[src/rtl/uart_tx_ctrl.sv]
// UART transmit frame controller: sequences start, data (via external serializer),
// optional parity and stop bit(s), and drives the TX line from the state register.
module uart_tx_ctrl #(
    parameter int DATA_WIDTH = 8,
    parameter int STOP_BITS  = 1
) (
    input  logic                  CLK,
    input  logic                  RST,
    input  logic                  Data_Valid,
    input  logic [DATA_WIDTH-1:0] P_DATA,
    input  logic                  PAR_EN,
    input  logic                  PAR_TYP,
    input  logic                  ser_done,
    input  logic                  ser_data,
    output logic                  ser_en,
    output logic                  busy,
    output logic                  TX_OUT,
    output logic                  frame_done
);

    localparam int SCW = (STOP_BITS > 1) ? $clog2(STOP_BITS) : 1;
    localparam logic [SCW-1:0] STOP_LAST = SCW'(STOP_BITS - 1);

    typedef enum logic [2:0] {
        IDLE   = 3'd0,
        START  = 3'd1,
        DATA   = 3'd2,
        PARITY = 3'd3,
        STOP   = 3'd4
    } state_e;

    state_e         state_q, state_d;
    logic           par_bit_q, par_bit_d;
    logic           par_en_q, par_en_d;
    logic [SCW-1:0] stop_cnt_q, stop_cnt_d;

    always_ff @(posedge CLK or negedge RST) begin
        if (!RST) begin
            state_q    <= IDLE;
            par_bit_q  <= 1'b0;
            par_en_q   <= 1'b0;
            stop_cnt_q <= '0;
        end else begin
            state_q    <= state_d;
            par_bit_q  <= par_bit_d;
            par_en_q   <= par_en_d;
            stop_cnt_q <= stop_cnt_d;
        end
    end

    always_comb begin
        state_d    = state_q;
        par_bit_d  = par_bit_q;
        par_en_d   = par_en_q;
        stop_cnt_d = stop_cnt_q;
        TX_OUT     = 1'b1;
        busy       = 1'b0;
        ser_en     = 1'b0;
        frame_done = 1'b0;

        case (state_q)
            IDLE: begin
                // Frame config is captured only here, so mid-frame changes never leak in.
                if (Data_Valid) begin
                    state_d    = START;
                    par_bit_d  = (^P_DATA) ^ PAR_TYP;
                    par_en_d   = PAR_EN;
                    stop_cnt_d = '0;
                end
            end
            START: begin
                TX_OUT  = 1'b0;
                busy    = 1'b1;
                state_d = DATA;
            end
            DATA: begin
                TX_OUT = ser_data;
                busy   = 1'b1;
                ser_en = 1'b1;
                if (ser_done) begin
                    state_d = par_en_q ? PARITY : STOP;
                end
            end
            PARITY: begin
                TX_OUT  = par_bit_q;
                busy    = 1'b1;
                state_d = STOP;
            end
            STOP: begin
                busy       = 1'b1;
                stop_cnt_d = stop_cnt_q + SCW'(1);
                if (stop_cnt_q == STOP_LAST) begin
                    frame_done = 1'b1;
                    state_d    = IDLE;
                end
            end
            default: state_d = IDLE;
        endcase
    end

endmodule

[config.mk]
export PLATFORM = sky130hd
export DESIGN_NAME = uart_tx_ctrl
export DESIGN_NICKNAME = d
export VERILOG_FILES = /design/src/rtl/uart_tx_ctrl.sv
export SDC_FILE = /design/constraint.sdc
export NUM_CORES = 1
export LEC_CHECK = 0
export ABC_AREA = 0
export CAP_MARGIN = 25
export CORE_AREA = 2 2 39 41
export DETAILED_ROUTE_END_ITERATION = 8
export DIE_AREA = 0 0 41 43
export GPL_TIMING_DRIVEN = 0
export PLACE_DENSITY = 0.75
export SLEW_MARGIN = 10
export SYNTH_ARGS = -nofsm -noshare
export SYNTH_HDL_FRONTEND = slang
export SYNTH_SLANG_ARGS = --single-unit
export TNS_END_PERCENT = 1
[constraint.sdc]
create_clock -name CLK -period 1.5 [get_ports CLK]
set_input_delay 0.3 -clock CLK [delete_from_list [all_inputs] [get_ports CLK]]
set_output_delay 0.3 -clock CLK [all_outputs]
set_load 0.05 [all_outputs]
# Word-level counts from Yosys, hierarchy flattened

Index checks and enable logic that the tools add are counted.

Mux-type cells: 12
Add/subtract/negate cells: 1
Reduce and logical (&&, ||, !) cells: 7
Bitwise gates (word level): 1
Eq/ne operators: 7

Operators with widths:

| cell                                                                   | count |
|---|---|
| 3-bit one-hot mux with 5 select lines                                  | 1 |
| 3-bit two-way mux                                                      | 4 |
| 8-bit parity                                                           | 1 |
| 3-bit by 2-bit equality test with 1-bit output (second input constant) | 2 |
| 2-bit != test (second input constant)                                  | 3 |
| 1-bit two-way mux                                                      | 5 |
| 2-bit AND reduction                                                    | 2 |
| 4-bit OR reduction                                                     | 1 |
| 3-bit by 1-bit equality test with 1-bit output (second input constant) | 1 |
| 3-bit equality test (second input constant)                            | 1 |
| 3-bit zero test                                                        | 1 |
| 1-bit one-hot mux with 3 select lines                                  | 1 |
| 3-bit AND reduction                                                    | 1 |
| 1-bit one-hot mux with 2 select lines                                  | 1 |
| 2-bit nonzero test                                                     | 1 |
| 1-bit adder (second input constant)                                    | 1 |
| 1-bit XOR                                                              | 1 |

Word-level logic and storage cells: 32
Register bits after elaboration: 6
Input port bits: 15

# Longest topological paths before layout

Depth after elaboration: 3
Depth in mapped cells: 5

# Worst setup path before layout

No wires, ideal clock.

Path type: register -> output
From: register state_q[2]
To: output ser_en
Arrival: 1,713 ps
Path buffers: 1
Cell stages (with the launch flop): 3
Path slack: -513 ps
Path through: dfrtp_1 > clkbuf_1 > nor3b_1

Longest elaborated chain between the ends: 2

RTL lines:

| item                                           | line | text |
|---|---|---|
| start: declaration                             | 32   | `state_e state_q, state_d;` |
| start signal: assignment                       | 44   | `state_q <= state_d;` |
| 3-bit by 2-bit equality test with 1-bit output | 61   | `case (state_q)` |
| 1-bit two-way mux                              | 61   |  |
| end: declaration                               | 15   | `output logic ser_en,` |

Every way passes these cells.

# Worst setup path in the final report

From: register state_q[2]
To: output TX_OUT

Longest elaborated chain between the ends: 2

RTL lines:

| item                                                                                                             | line | text |
|---|---|---|
| 3-bit by 2-bit equality test with 1-bit output or 3-bit by 1-bit equality test with 1-bit output (tied branches) | 61   |  |
| 1-bit one-hot mux with 3 select lines (*)                                                                        | 61   |  |
| end: declaration                                                                                                 | 17   | `output logic TX_OUT,` |

Mark *: on every way between the ends. The rest lies on a longest branch, timed or not.

==> metrics <==
status=complete, but fails checks; failing checks=setup timing; wire length per cell=10.33 um; worst reg-to-reg path cell count=3; antenna violations before repair=0; vias in the first global route=326; first-pass GRT wire length=1338 um; final net count=82; Setup TNS=-0.07531 ns; clk sinks=6; Die Y=43 um; DRC violation total after the first TritonRoute iteration=3; diode count=0; Syn Inst Count=42; ANT nets after route=0; die span in x=41 um; post-synthesis compound-gate area fraction=13.11%; FILL cells=133; H-tree Lvls=1; Cell variety after synth=23; # rows=14; via density per instance=4.556; Setup violations, final=2; post-synthesis sequential area ratio=36.59%; via count=369; worst skew pair latency=0.25 ns; gr ovfl total=0; CP Class=reg -> out; min cycle time layout=1.544 ns; max-cap viol count=0; First-pass DRT Iterations=4; startpoint types=flip-flop; synthesized flop and latch total=6; root buffer cell=clkbuf_4; P&R area growth vs syn=68.29%; Data required, critical path=1.20 ns; post-detail-place hpwl=638.9 um; worst path arrival time=1.24 ns; delay-heaviest family, CP=flip-flops; Slew @ Worst Pin=0.3718 ns; Core ar.=0.001384 mm2; Post-route DRC=0; share of cells above drive strength 1=36.92%; Register Area=152.6 um2; largest net degree at the start of global routing=11; clock tree from TritonCTS=yes; die area=0.001763 mm2; RSZ-0062 raised after global routing=true; total routed wirelength=837 um; Inserted Clock Buffers=3; IO Port Bufs=18; All-Layer GR Usage=11.84%; Yosys Warn Count=0; worst-case clock buffer depth=2; largest family of logic cells by synthesized area=XOR/XNOR gates; worst vdd ir=1069 uV; Crit Path Max Fanout=10; Total Power=0.001449 W; CP max-delay cell=dfrtp_2; Ports=19; Synth Area in Adders=0%; Hold Path Class=in -> async; reg-to-reg startpoint=state_q[0]$_DFFE_PN0P_; internal reg-to-reg setup slack=0.02 ns; maximum clock rate=647.5 MHz; Initial Utilization=29.66%; post-synth net total=57; non-filler cells, final=81; dpl cells=76; CTS clk-pin slew, worst paths=0.05 ns; relative slew slack=75.15%; crit share post-route=103.0%; final worst slack=-0.04448 ns; worst flop-to-flop path endpoint=par_bit_q$_DFFE_PN0P_; WHS=0.2938 ns; Static Leak=0.3125 nW; area of the multi-input gates=266.5 um2; cells along the critical path=a311o_1 -> buf_6; gpl congestion=0.6913; Netlist Area Pre-Place=410.4 um2; Place WS=-0.7382 ns; post-synthesis area per instance=9.771 um2; Setup Skew=0.002202 ns; CP endpoint kind=output pin; cts hold-fix bufs=0; Power Density=2099 mW/mm2; Buf+Inv Stages, Crit Path=1; Simple-Gate Fraction of Synth Area=15.55%; slowest stage delay, CP=0.48 ns; mux contribution to synthesized area=6.402%; Final Hold Vio Count=0; pins over their slew limit=0; XOR/XNOR share of the synthesized area=22.56%
==> cells in the mapped netlist (all sizes together) <==
library cell | instances | area, um2
buf | 1 | 5.000
nand2b | 1 | 6.260
nor2b | 1 | 6.260
xor2 | 1 | 8.760
clkbuf | 2 | 7.510
o21ai | 4 | 20.02
nor2 | 3 | 11.26
nand3 | 1 | 5.000
a21o | 1 | 7.510
a31oi | 1 | 6.260
xnor2 | 6 | 60.06
xnor3 | 1 | 23.77
a311o | 1 | 10.01
nor3b | 1 | 7.510
dfrtp | 6 | 150.1
inv | 3 | 11.26
a21oi | 2 | 10.01
nor3 | 1 | 5.000
nor4b | 1 | 15.01
mux2 | 2 | 26.27
nand2 | 2 | 7.510
==> metrics by stage <==
stage	util, %	cell area (um2)
after global placement	45.57	630.6
after CTS	49.73	688.2
after detailed placement	45.57	630.6
after global routing	49.91	690.7
after floorplan	-	430.4
final	49.91	690.7
==> kinds of logic (layout without fill, tap and decap cells) <==
group / after synthesis / count (layout)
muxes: 2 / 2
buffers and inverters: 6 / 29
AOI/OAI and AO/OA: 9 / 9
xor gates and xnor gates: 8 / 8
DFF: 6 / 6
and+or+nand+nor: 11 / 11
==> sequential cells by signal (all words and copies together) (netlist names) <==
| register | flops |
|---|---|
| par_bit_q | 1 |
| state_q | 3 |
| stop_cnt_q | 1 |
| par_en_q | 1 |
==> per-layer routing <==
layer / up-vias / GRT usage [%] / routed length [um]
li1: 191 / - / -
met1: 164 / 15.18 / 355
met2: 10 / 15.63 / 410
met3: 4 / 4.712 / 46
met4: 0 / 8.000 / 25
met5: - / 0 / 0
==> worst max path at each step <==
stage,from,endpoint,depth (start not counted)
finish,state_q[2]$_DFFE_PN0P_,TX_OUT,2
detailed placement,state_q[0]$_DFFE_PN0P_,frame_done,5
floorplan,state_q[2]$_DFFE_PN0P_,ser_en,2
global route,state_q[0]$_DFFE_PN0P_,frame_done,4
CTS,state_q[1]$_DFFE_PN0P_,frame_done,5
global placement,state_q[0]$_DFFE_PN0P_,frame_done,5
==> power by group <==
group	leakage, nW	internal, W	total (W)	switching [W]
logic	0.225	0.000458	0.000940	0.000482
clock network	0.0138	0.0000910	0.000157	0.0000661
registers	0.0735	0.000241	0.000353	0.000111
==> worst register-to-register path: stages, from the launching register on <==
cell,delay (ns)
dfrtp_2,0.46
buf_4,0.16
nor4b_2,0.40
mux2_4,0.34
==> area by class of cell <==
type | count | share of cell area (%)
Buffer | 1 | 1.630
Clock buffer | 3 | 3.261
Inverter | 3 | 1.630
Multi-Input combinational cell | 30 | 38.59
Sequential cell | 6 | 22.10
Tap cell | 16 | 2.899
Timing Repair Buffer | 22 | 29.89
==> cell usage in the layout (no fill, tap or decap) <==
| master | Yosys | layout |
|---|---|---|
| nand2_1 | 2 | 1 |
| mux2_4 | 1 | 1 |
| nor3b_2 | 0 | 1 |
| dlygate4sd2_1 | 0 | 4 |
| nand3_1 | 1 | 1 |
| a31oi_1 | 1 | 1 |
| mux2_2 | 1 | 1 |
| o21ai_0 | 4 | 4 |
| xor2_1 | 1 | 1 |
| xnor2_2 | 1 | 2 |
| xnor2_1 | 5 | 4 |
| nor3_1 | 1 | 1 |
| buf_6 | 0 | 4 |
| nor2_4 | 0 | 2 |
| dfrtp_1 | 6 | 4 |
| nand2b_1 | 1 | 1 |
| clkdlybuf4s50_1 | 0 | 10 |
| nand2_2 | 0 | 1 |
| nor2b_1 | 1 | 1 |
| a21oi_1 | 2 | 2 |
| dfrtp_2 | 0 | 2 |
| xnor3_2 | 1 | 1 |
| clkbuf_4 | 0 | 4 |
| a311o_1 | 1 | 1 |
| buf_4 | 0 | 4 |
| nor4b_2 | 1 | 1 |
| inv_1 | 3 | 3 |
| a21o_1 | 1 | 1 |
| nor2_1 | 3 | 1 |
==> what timing repair did <==
item                       4_1_cts  5_1_grt
setup endpoints to repair        5        5
resized for setup               37        1
pin swaps                        5        1
buffers inserted                 4        0
(Power assumes the default switching activity.)
